File: config.mk
export PLATFORM = sky130hd
export DESIGN_NAME = axil_wr_sched_flat
export DESIGN_NICKNAME = d
export VERILOG_FILES = /design/src/rtl/axil_sched_pkg.sv /design/src/rtl/axil_wr_sched_if.sv /design/src/rtl/rr_pick.sv /design/src/rtl/axil_wr_sched.sv /design/src/flat_wrapper.sv
export SDC_FILE = /design/constraint.sdc
export NUM_CORES = 1
export LEC_CHECK = 0
export CORE_AREA = 2 2 139 141
export DETAILED_ROUTE_END_ITERATION = 8
export DIE_AREA = 0 0 141 143
export GPL_TIMING_DRIVEN = 0
export MAX_ROUTING_LAYER = met4
export PLACE_DENSITY_LB_ADDON = 0.25
export SKIP_CTS_REPAIR_TIMING = 1
export SLEW_MARGIN = 20
export SYNTH_ARGS = -nofsm -noshare
export SYNTH_HDL_FRONTEND = slang
export SYNTH_SLANG_ARGS = --single-unit
File: constraint.sdc
create_clock -name i_clk -period 4.2 [get_ports i_clk]
set_input_delay 0.63 -clock i_clk [delete_from_list [all_inputs] [get_ports i_clk]]
set_output_delay 0.63 -clock i_clk [all_outputs]
set_load 0.1 [all_outputs]
File: src/rtl/axil_sched_pkg.sv
// Shared types and constants for the AXI-Lite write scheduler.
// Imported by the scheduler top and by its bench.
package axil_sched_pkg;

    typedef enum logic [1:0] {
        StIdle,
        StIssue,
        StWait,
        StDone
    } state_e;

    localparam logic [1:0]  RESP_OKAY   = 2'b00;
    localparam logic [1:0]  RESP_SLVERR = 2'b10;
    localparam int unsigned CNT_W       = 16;

endpackage

File: src/rtl/axil_wr_sched_if.sv
// Command and write-response taps between the scheduler and the AXI-Lite write master.
interface axil_wr_sched_if;

    logic        o_wr;
    logic [31:0] o_addrin;
    logic [31:0] o_din;
    logic [3:0]  o_strb;
    logic        i_bvalid;
    logic        i_bready;
    logic [1:0]  i_bresp;

    modport master (
        output o_wr,
        output o_addrin,
        output o_din,
        output o_strb,
        input  i_bvalid,
        input  i_bready,
        input  i_bresp
    );

    modport slave (
        input  o_wr,
        input  o_addrin,
        input  o_din,
        input  o_strb,
        output i_bvalid,
        output i_bready,
        output i_bresp
    );

endinterface

File: src/rtl/rr_pick.sv
// Combinational round-robin arbiter: first set request at or after the pointer wins.
module rr_pick #(
    parameter int unsigned N_REQ = 4,
    parameter int unsigned IDX_W = 2
) (
    input  logic [N_REQ-1:0] i_req,
    input  logic [IDX_W-1:0] i_ptr,
    output logic [N_REQ-1:0] o_gnt,
    output logic [IDX_W-1:0] o_idx
);

    logic             found;
    logic [IDX_W:0]   sum;
    logic [IDX_W-1:0] k;

    always_comb begin
        o_gnt = '0;
        o_idx = '0;
        found = 1'b0;
        sum   = '0;
        k     = '0;
        for (int unsigned i = 0; i < N_REQ; i++) begin
            // One extra bit keeps ptr+i from wrapping before the modulo-N fold.
            sum = {1'b0, i_ptr} + (IDX_W + 1)'(i);
            if (sum >= (IDX_W + 1)'(N_REQ)) begin
                sum = sum - (IDX_W + 1)'(N_REQ);
            end
            k = sum[IDX_W-1:0];
            if (!found && i_req[k]) begin
                found    = 1'b1;
                o_gnt[k] = 1'b1;
                o_idx    = k;
            end
        end
    end

endmodule

File: src/rtl/axil_wr_sched.sv
// Round-robin scheduler feeding single write commands from N_REQ requesters to an
// AXI-Lite write master, watching its B channel for completion or timeout.
module axil_wr_sched
    import axil_sched_pkg::*;
#(
    parameter int unsigned N_REQ       = 4,
    parameter int unsigned TIMEOUT_CYC = 256
) (
    input  logic                i_clk,
    input  logic                i_reset,
    input  logic [N_REQ-1:0]    i_req,
    input  logic [N_REQ*32-1:0] i_req_addr,
    input  logic [N_REQ*32-1:0] i_req_data,
    input  logic [N_REQ*4-1:0]  i_req_strb,
    output logic [N_REQ-1:0]    o_gnt,
    output logic [N_REQ-1:0]    o_done,
    output logic [1:0]          o_resp,
    output logic                o_timeout,
    axil_wr_sched_if.master     bus
);

    localparam int unsigned IDX_W = (N_REQ > 1) ? $clog2(N_REQ) : 1;

    state_e             state_q, state_d;
    logic [IDX_W-1:0]   ptr_q, ptr_d;
    logic [IDX_W-1:0]   owner_q, owner_d;
    logic [31:0]        addr_q, addr_d;
    logic [31:0]        data_q, data_d;
    logic [3:0]         strb_q, strb_d;
    logic [CNT_W-1:0]   cnt_q, cnt_d;
    logic [1:0]         resp_q, resp_d;
    logic               timeout_q, timeout_d;

    logic [N_REQ-1:0]   win_gnt;
    logic [IDX_W-1:0]   win_idx;

    rr_pick #(
        .N_REQ (N_REQ),
        .IDX_W (IDX_W)
    ) u_rr_pick (
        .i_req (i_req),
        .i_ptr (ptr_q),
        .o_gnt (win_gnt),
        .o_idx (win_idx)
    );

    always_comb begin
        state_d      = state_q;
        ptr_d        = ptr_q;
        owner_d      = owner_q;
        addr_d       = addr_q;
        data_d       = data_q;
        strb_d       = strb_q;
        cnt_d        = cnt_q;
        resp_d       = resp_q;
        timeout_d    = timeout_q;
        o_gnt        = '0;
        o_done       = '0;
        o_resp       = '0;
        bus.o_wr     = 1'b0;
        bus.o_addrin = '0;
        bus.o_din    = '0;
        bus.o_strb   = '0;

        // Captured payload is visible from ISSUE through DONE.
        if (state_q != StIdle) begin
            bus.o_addrin = addr_q;
            bus.o_din    = data_q;
            bus.o_strb   = strb_q;
        end

        unique case (state_q)
            StIdle: begin
                cnt_d = '0;
                // Grant is combinational from i_req, so mask it while reset is held.
                if (!i_reset && (|i_req)) begin
                    o_gnt   = win_gnt;
                    owner_d = win_idx;
                    ptr_d   = (win_idx == IDX_W'(N_REQ - 1)) ? '0 : win_idx + 1'b1;
                    addr_d  = i_req_addr[32*win_idx +: 32];
                    data_d  = i_req_data[32*win_idx +: 32];
                    strb_d  = i_req_strb[4*win_idx +: 4];
                    state_d = StIssue;
                end
            end
            StIssue: begin
                bus.o_wr = 1'b1;
                cnt_d    = '0;
                state_d  = StWait;
            end
            StWait: begin
                if (bus.i_bvalid && bus.i_bready) begin
                    resp_d  = bus.i_bresp;
                    state_d = StDone;
                end else if (cnt_q == CNT_W'(TIMEOUT_CYC - 1)) begin
                    resp_d    = RESP_SLVERR;
                    timeout_d = 1'b1;
                    state_d   = StDone;
                end else begin
                    cnt_d = cnt_q + 1'b1;
                end
            end
            StDone: begin
                o_done[owner_q] = 1'b1;
                o_resp          = resp_q;
                cnt_d           = '0;
                state_d         = StIdle;
            end
            default: state_d = StIdle;
        endcase
    end

    always_ff @(posedge i_clk or posedge i_reset) begin
        if (i_reset) begin
            state_q   <= StIdle;
            ptr_q     <= '0;
            owner_q   <= '0;
            addr_q    <= '0;
            data_q    <= '0;
            strb_q    <= '0;
            cnt_q     <= '0;
            resp_q    <= RESP_OKAY;
            timeout_q <= 1'b0;
        end else begin
            state_q   <= state_d;
            ptr_q     <= ptr_d;
            owner_q   <= owner_d;
            addr_q    <= addr_d;
            data_q    <= data_d;
            strb_q    <= strb_d;
            cnt_q     <= cnt_d;
            resp_q    <= resp_d;
            timeout_q <= timeout_d;
        end
    end

    assign o_timeout = timeout_q;

endmodule

File: src/flat_wrapper.sv
// flat-port wrapper written by rule: the top's interface ports become plain ports
module axil_wr_sched_flat import axil_sched_pkg::*;
#(
    parameter int unsigned N_REQ       = 4,
    parameter int unsigned TIMEOUT_CYC = 256
)
  (i_clk, i_reset, i_req, i_req_addr, i_req_data, i_req_strb, o_gnt, o_done, o_resp, o_timeout, bus_o_wr, bus_o_addrin, bus_o_din, bus_o_strb, bus_i_bvalid, bus_i_bready, bus_i_bresp);
  axil_wr_sched_if bus_i ();
  input  logic i_clk;
  input  logic i_reset;
  input  logic [N_REQ-1:0] i_req;
  input  logic [N_REQ*32-1:0] i_req_addr;
  input  logic [N_REQ*32-1:0] i_req_data;
  input  logic [N_REQ*4-1:0] i_req_strb;
  output logic [N_REQ-1:0] o_gnt;
  output logic [N_REQ-1:0] o_done;
  output logic [1:0] o_resp;
  output logic o_timeout;
  output wire logic [$bits(bus_i.o_wr)-1:0] bus_o_wr;
  output wire logic [$bits(bus_i.o_addrin)-1:0] bus_o_addrin;
  output wire logic [$bits(bus_i.o_din)-1:0] bus_o_din;
  output wire logic [$bits(bus_i.o_strb)-1:0] bus_o_strb;
  input wire logic [$bits(bus_i.i_bvalid)-1:0] bus_i_bvalid;
  input wire logic [$bits(bus_i.i_bready)-1:0] bus_i_bready;
  input wire logic [$bits(bus_i.i_bresp)-1:0] bus_i_bresp;
  assign bus_o_wr = bus_i.o_wr;
  assign bus_o_addrin = bus_i.o_addrin;
  assign bus_o_din = bus_i.o_din;
  assign bus_o_strb = bus_i.o_strb;
  assign bus_i.i_bvalid = bus_i_bvalid;
  assign bus_i.i_bready = bus_i_bready;
  assign bus_i.i_bresp = bus_i_bresp;
  axil_wr_sched #(.N_REQ(N_REQ), .TIMEOUT_CYC(TIMEOUT_CYC)) u_core (.i_clk(i_clk), .i_reset(i_reset), .i_req(i_req), .i_req_addr(i_req_addr), .i_req_data(i_req_data), .i_req_strb(i_req_strb), .o_gnt(o_gnt), .o_done(o_done), .o_resp(o_resp), .o_timeout(o_timeout), .bus(bus_i));
endmodule
==> results of run 1 <==
==> how the worst max path moves through the flow <==
stage	start	end	slack (ns)	cells past startpoint
after floorplan	u_core.ptr_q[0]	o_gnt[0]	0.53	8
after global placement	i_reset	u_core.data_q[7]	-0.61	2
after detailed placement	i_req[1]	o_gnt[1]	-0.44	8
after CTS	u_core.ptr_q[0]	o_gnt[1]	-0.78	9
after global routing	u_core.ptr_q[0]	o_gnt[0]	0.02	9
final	u_core.ptr_q[0]	o_gnt[0]	0.17	10
==> layout make-up <==
type | count | area, µm²
Fill cell | 1675 | 7830
Multi-Input combinational cell | 496 | 3880
Buffer | 52 | 280
Sequential cell | 93 | 2330
Clock buffer | 9 | 225
Clock inverter | 7 | 58.8
Tap cell | 234 | 293
Timing Repair Buffer | 361 | 3650
Antenna cell | 1 | 2.50
Inverter | 9 | 38.8
==> through the flow <==
step	hold WS [ns]	instance area, µm²	instances
6_report	0.500	10800	1262
5_1_grt	0.524	10800	1262
4_1_cts	0.499	10700	1261
3_5_place_dp	0.482	10400	1245
3_3_place_gp	0.449	10400	1244
2_1_floorplan	0.455	6520	650
==> layout by cell type (no fill, tap or decap), types with 5 or more instances in the layout <==
master / synthesis / routed
clkbuf_16: 0 / 9
buf_2: 14 / 14
dfrtp_1: 93 / 93
ha_1: 13 / 13
nor2b_1: 69 / 69
clkbuf_1: 22 / 22
dlymetal6s2s_1: 0 / 10
a221oi_2: 10 / 10
and2_1: 5 / 5
a21oi_1: 16 / 12
nand2_1: 13 / 13
or3_1: 7 / 7
clkbuf_4: 2 / 6
and3_1: 5 / 5
mux2i_1: 141 / 141
inv_1: 8 / 7
buf_4: 12 / 12
o21ai_0: 10 / 10
nor2_1: 84 / 84
a221oi_1: 58 / 58
clkdlybuf4s50_1: 0 / 346
xor2_1: 6 / 6
==> cell usage after synthesis, drive strengths merged <==
cell       n  area, µm²
a22oi      4       30.0
or4        2       15.0
nand2b     1       6.26
mux4       4       90.1
mux2i    141       1410
or2        1       6.26
a41o       1       10.0
buf       28        183
mux2       4       45.0
a21oi     16       80.1
a211oi     1       7.51
o211ai     4       30.0
nor3b      2       15.0
a221oi    68        658
nand3      4       20.0
xnor2      1       8.76
and3       5       31.3
a31o       1       8.76
inv        8       30.0
o2bb2ai    1       15.0
or3        7       43.8
ha        13        163
nor4b      2       23.8
a211o      1       8.76
a2bb2oi    4       35.0
clkbuf    24       97.6
or4b       1       10.0
nand2     13       48.8
nor3       3       26.3
nor2      84        315
nor2b     69        432
nor4       3       25.0
nand4      3       18.8
a21o       1       7.51
o2111ai    4       35.0
o21ai     11       55.1
clkinv     1       3.75
xor2       6       52.6
and2       5       31.3
o31ai      2       15.0
dfrtp     93       2330
a21boi     1       7.51
nand4b     1       8.76
o31a       1       8.76
==> per-layer routing <==
layer  GRT usage [%]  vias to the layer above  routed length, µm
met2            42.6                      247              12900
met4            6.37                        0                370
met5               -                        -                  0
met1            31.2                     3177              10500
met3            6.04                       21               1670
li1                -                     3158                  -
==> sequential cells by signal (all words and copies together) (netlist names) <==
name and cells:
u_core.addr_q 32, u_core.state_q 2, u_core.owner_q 2, u_core.o_timeout 1
u_core.strb_q 4, u_core.ptr_q 2, u_core.resp_q 2, u_core.cnt_q 16
u_core.data_q 32
==> kinds of logic after synthesis <==
| kind of cell | Yosys count | share of synthesized area [%] |
|---|---|---|
| buffers and inverters | 61 | 4.83 |
| muxes | 149 | 23.8 |
| xor gates and xnor gates | 7 | 0.943 |
| adders and majority gates | 13 | 2.50 |
| DFF | 93 | 35.8 |
| and+or+nand+nor | 206 | 16.6 |
| AOI/OAI and AO/OA | 121 | 15.6 |
==> flow_summary.ini, run 1 <==
[run_status]
status = completed

[final_layout]
post-route-util_pct = 57.9
drive_gt1_share_pct = 7.79
nNetsFinal = 1317
area_growth_pct = 65.4

[routing]
viasPerCell = 5.23
vias = 6603
antenna_left = 0
postRouteWirelength_um = 25400
avgRoutedWirePerCell_um = 20.2
dr.first_iter.drc_count = 334
drc = 0
first_pass_iters = 4

[timing]
finalClockSkew_ns = 0.00675
post-route-period-util_pct = 96.0
fin_crit_ns = 4.03
setup_viol = 0
rsz0062_at_grt = no
max_freq_mhz = 248
relSlewSlack_pct = 27.3
hold_violations = 0
worst_pin_slew_ns = 1.09
setup_tns_ns = 0
maxSlewViolCount = 0
setup_ws_ns = 0.168

[global_route]
antenna_found_initial = 1
grt_max_degree = 53
grt_pass1_vias = 6709
track_usage_pct = 25.5
overflow = 0
grt_pass1_wl_um = 38000

[worst_setup_path]
reg2reg_to = u_core.addr_q[20]
cp_slowest_stage_delay_ns = 0.50
path_max_fanout = 10
crit_required_ns = 3.57
path_buf_inv = 4
r2r_setup_slack_ns = 0.57
reg2reg_from = u_core.ptr_q[0]
cp_slowest_cell = dfrtp_1
crit_type = flop to primary output
crit_chain = buf_4, inv_1, ha_1, mux4_2, buf_2, nor2b_1, a22oi_1, a2bb2oi_1, a21oi_2, clkbuf_4
r2r_cells = 11
critical_path_arrival_ns = 3.40
endpoint_kind = primary output
crit_path_start_kind = flop
cpLargestDelayFamily = buffers and inverters

[placed_design]
portBuffers = 360
dp_hpwl_um = 20000
place.gp.congestion = 0.853
post-place-ws_ns = -0.441

[synthesis]
ys_ff_latch = 93
synth_area_per_cell_um2 = 10.0
ys_warn_count = 0
syn_inst = 650
yosysSeqAreaShare_pct = 35.8
synth_cell_types = 52
syn_nets = 945
syn-cell-area_um2 = 6500

[clock_tree]
cts_tree = built
htreeDepth = 3
cts-root-buf = clkbuf_16
clkSlewWorstSetupHoldPaths_ns = 0.07
clock-sinks = 93
clk_latency_ns = 0.35
cts_buffers = 9
clockBufferDepth = 2

[min_path]
min-delay-start = u_core.o_timeout
hp-class = flop to flop
hold_path_end = u_core.o_timeout
hold_path_depth = 1

[floorplanning]
rows = 50
start_util_pct = 35.0
top_level_ports = 362
die_w_um = 141
die_area_um2 = 20200
core-area_um2 = 18600
die_h_um = 143

[flow_run]
cap_violations = 0
Power of run 1 is not shown: default switching activity piles up to over one toggle a cycle in this logic, so the estimate is an artifact.
==> run 2: changes to the inputs <==
--- a/config.mk
+++ b/config.mk
@@ -5,9 +5,11 @@
 export SDC_FILE = /design/constraint.sdc
 export NUM_CORES = 1
 export LEC_CHECK = 0
-export CORE_AREA = 2 2 139 141
+export CELL_PAD_IN_SITES_DETAIL_PLACEMENT = 1
+export CELL_PAD_IN_SITES_GLOBAL_PLACEMENT = 1
+export CORE_ASPECT_RATIO = 1.5
+export CORE_UTILIZATION = 26
 export DETAILED_ROUTE_END_ITERATION = 8
-export DIE_AREA = 0 0 141 143
 export GPL_TIMING_DRIVEN = 0
 export MAX_ROUTING_LAYER = met4
 export PLACE_DENSITY_LB_ADDON = 0.25
==> constraint.sdc (replaced) <==
create_clock -name i_clk -period 3.3 [get_ports i_clk]
set_input_delay 0.495 -clock i_clk [delete_from_list [all_inputs] [get_ports i_clk]]
set_output_delay 0.495 -clock i_clk [all_outputs]
set_load 0.1 [all_outputs]
==> run 2 against run 1 <==
Against the previous run:
- critical path depth down 2
- global-route usage down 3.5 points
- utilization down 12 points
- hold slack worse by 0.027 ns
- design area up 4.4%
- sequential share of layout area down 0.88 points
- clock skew up 0.0080 ns
- first-iteration DRC count down 49%
- non-clock buffer count up 19
- wire length up 9.2%
- critical endpoint is now o_gnt[2]
- highest routed layer unchanged
==> flow_summary.ini, run 2 (synthesized netlist as in run 1, its figures left out) <==
[run_status]
status = completed

[timing]
setup_viol = 0
hold_violations = 0
relSlewSlack_pct = 26.3
fin_crit_ns = 3.26
maxSlewViolCount = 0
post-route-period-util_pct = 98.6
worst_pin_slew_ns = 1.10
finalClockSkew_ns = 0.0147
max_freq_mhz = 307

[final_layout]
final_cell_count_no_fill = 1373
final_cell_mix = clkdlybuf4s50_1, mux2i_1, dfrtp_1
reg_top3 = u_core.addr_q (32), u_core.data_q (32), u_core.cnt_q (16)
area_growth_pct = 72.7
nNetsFinal = 1336
final_common_cell = clkdlybuf4s50_1
drive_gt1_share_pct = 11.7
n_fill_cell = 2723

[global_route]
overflow = 0
grt_pass1_wl_um = 41800
track_usage_pct = 21.9
grt_pass1_vias = 7339
grt_max_degree = 48
antenna_found_initial = 3

[floorplanning]
core-area_um2 = 24400
die_h_um = 196
top_level_ports = 362
die_area_um2 = 25700
rows = 70
die_w_um = 131
start_util_pct = 26.6

[routing]
viasPerCell = 4.91
postRouteWirelength_um = 27800
antenna_left = 0
dr.first_iter.drc_count = 170
vias = 6742
first_pass_iters = 4
drc = 0
avgRoutedWirePerCell_um = 20.2

[placed_design]
numPlacedInstances = 1335
portBuffers = 360
dp_hpwl_um = 21800
place.gp.congestion = 0.813

[worst_setup_path]
startpoint = u_core.ptr_q[1]
crit_path_start_kind = flop
reg2reg_from = u_core.ptr_q[1]
crit_type = flop to primary output
path_max_fanout = 6
critical_path_arrival_ns = 2.76
crit_required_ns = 2.80
crit_chain = buf_8, clkinvlp_4, ha_4, mux4_2, nor4b_4, a2bb2oi_1, a21oi_4, buf_6
r2r_cells = 11
cp_slowest_cell = nor4b_4
cp_slowest_stage_delay_ns = 0.47
endpoint_kind = primary output

[clock_tree]
htreeDepth = 3
clock-sinks = 93
clk_latency_ns = 0.35
cts-root-buf = clkbuf_16
cts_buffers = 9
clkSlewWorstSetupHoldPaths_ns = 0.07
clockBufferDepth = 2
cts_tree = built

[min_path]
hold_path_depth = 1
min-delay-start = u_core.o_timeout
hp-class = flop to flop

[flow_run]
cap_violations = 0
## run 2: routing by layer
layer	track usage, %	vias to the layer above	part of all wire, %
li1	-	3193	-
met1	22.4	3278	37
met2	41.3	239	55
met3	4.96	32	5.6
met4	6.32	0	2.3
met5	-	-	0
## run 2: final timing paths
| check | to | slack, ns |
|---|---|---|
| min in group asynchronous | u_core.addr_q[8] | 0.63 |
| max in group asynchronous | u_core.data_q[2] | 2.04 |
| worst max-delay path | o_gnt[2] | 0.04 |
| worst min register to register | u_core.o_timeout | 0.47 |
| worst max register to register | u_core.addr_q[2] | 0.15 |
| worst min-delay path | u_core.o_timeout | 0.47 |
## run 2: worst max-delay path, delay by kind of cell, from the launching register on
kind                     cells  cell delay, ns
multiplexers                 1            0.40
buffers and inverters        3            0.51
AO/OA/AOI/OAI                2            0.35
adder cells (fa/ha/maj)      1            0.30
flip-flops                   1            0.39
AND/OR/NAND/NOR              1            0.47
## run 2: area by class of cell
type	instances	area, µm²	share of cell area, %
inverters	9	46.3	0.412
multi-input cells	496	3940	35.1
clock inverters	6	40.0	0.357
clock buffers	10	229	2.04
well taps	324	405	3.61
repair buffers	382	3920	34.9
diodes	3	7.51	0.0669
plain buffers	50	304	2.71
flip-flops and latches	93	2330	20.8
## run 2: metrics by stage
stage | setup TNS, ns | worst slack, ns | cell area, µm² | util (%) | hold WS (ns)
global route | -0.155 | -0.0411 | 11200 | 45.9 | 0.504
global placement | -172.19 | -1.52 | 10600 | 43.2 | 0.451
detailed placement | -33.15 | -1.26 | 10600 | 43.3 | 0.463
floorplan | 0 | 0.00366 | 6550 | - | 0.455
CTS | -58.35 | -1.65 | 10900 | 44.4 | 0.480
finish | 0 | 0.0447 | 11200 | 45.9 | 0.472
Power of run 2 is left out for the same reason.
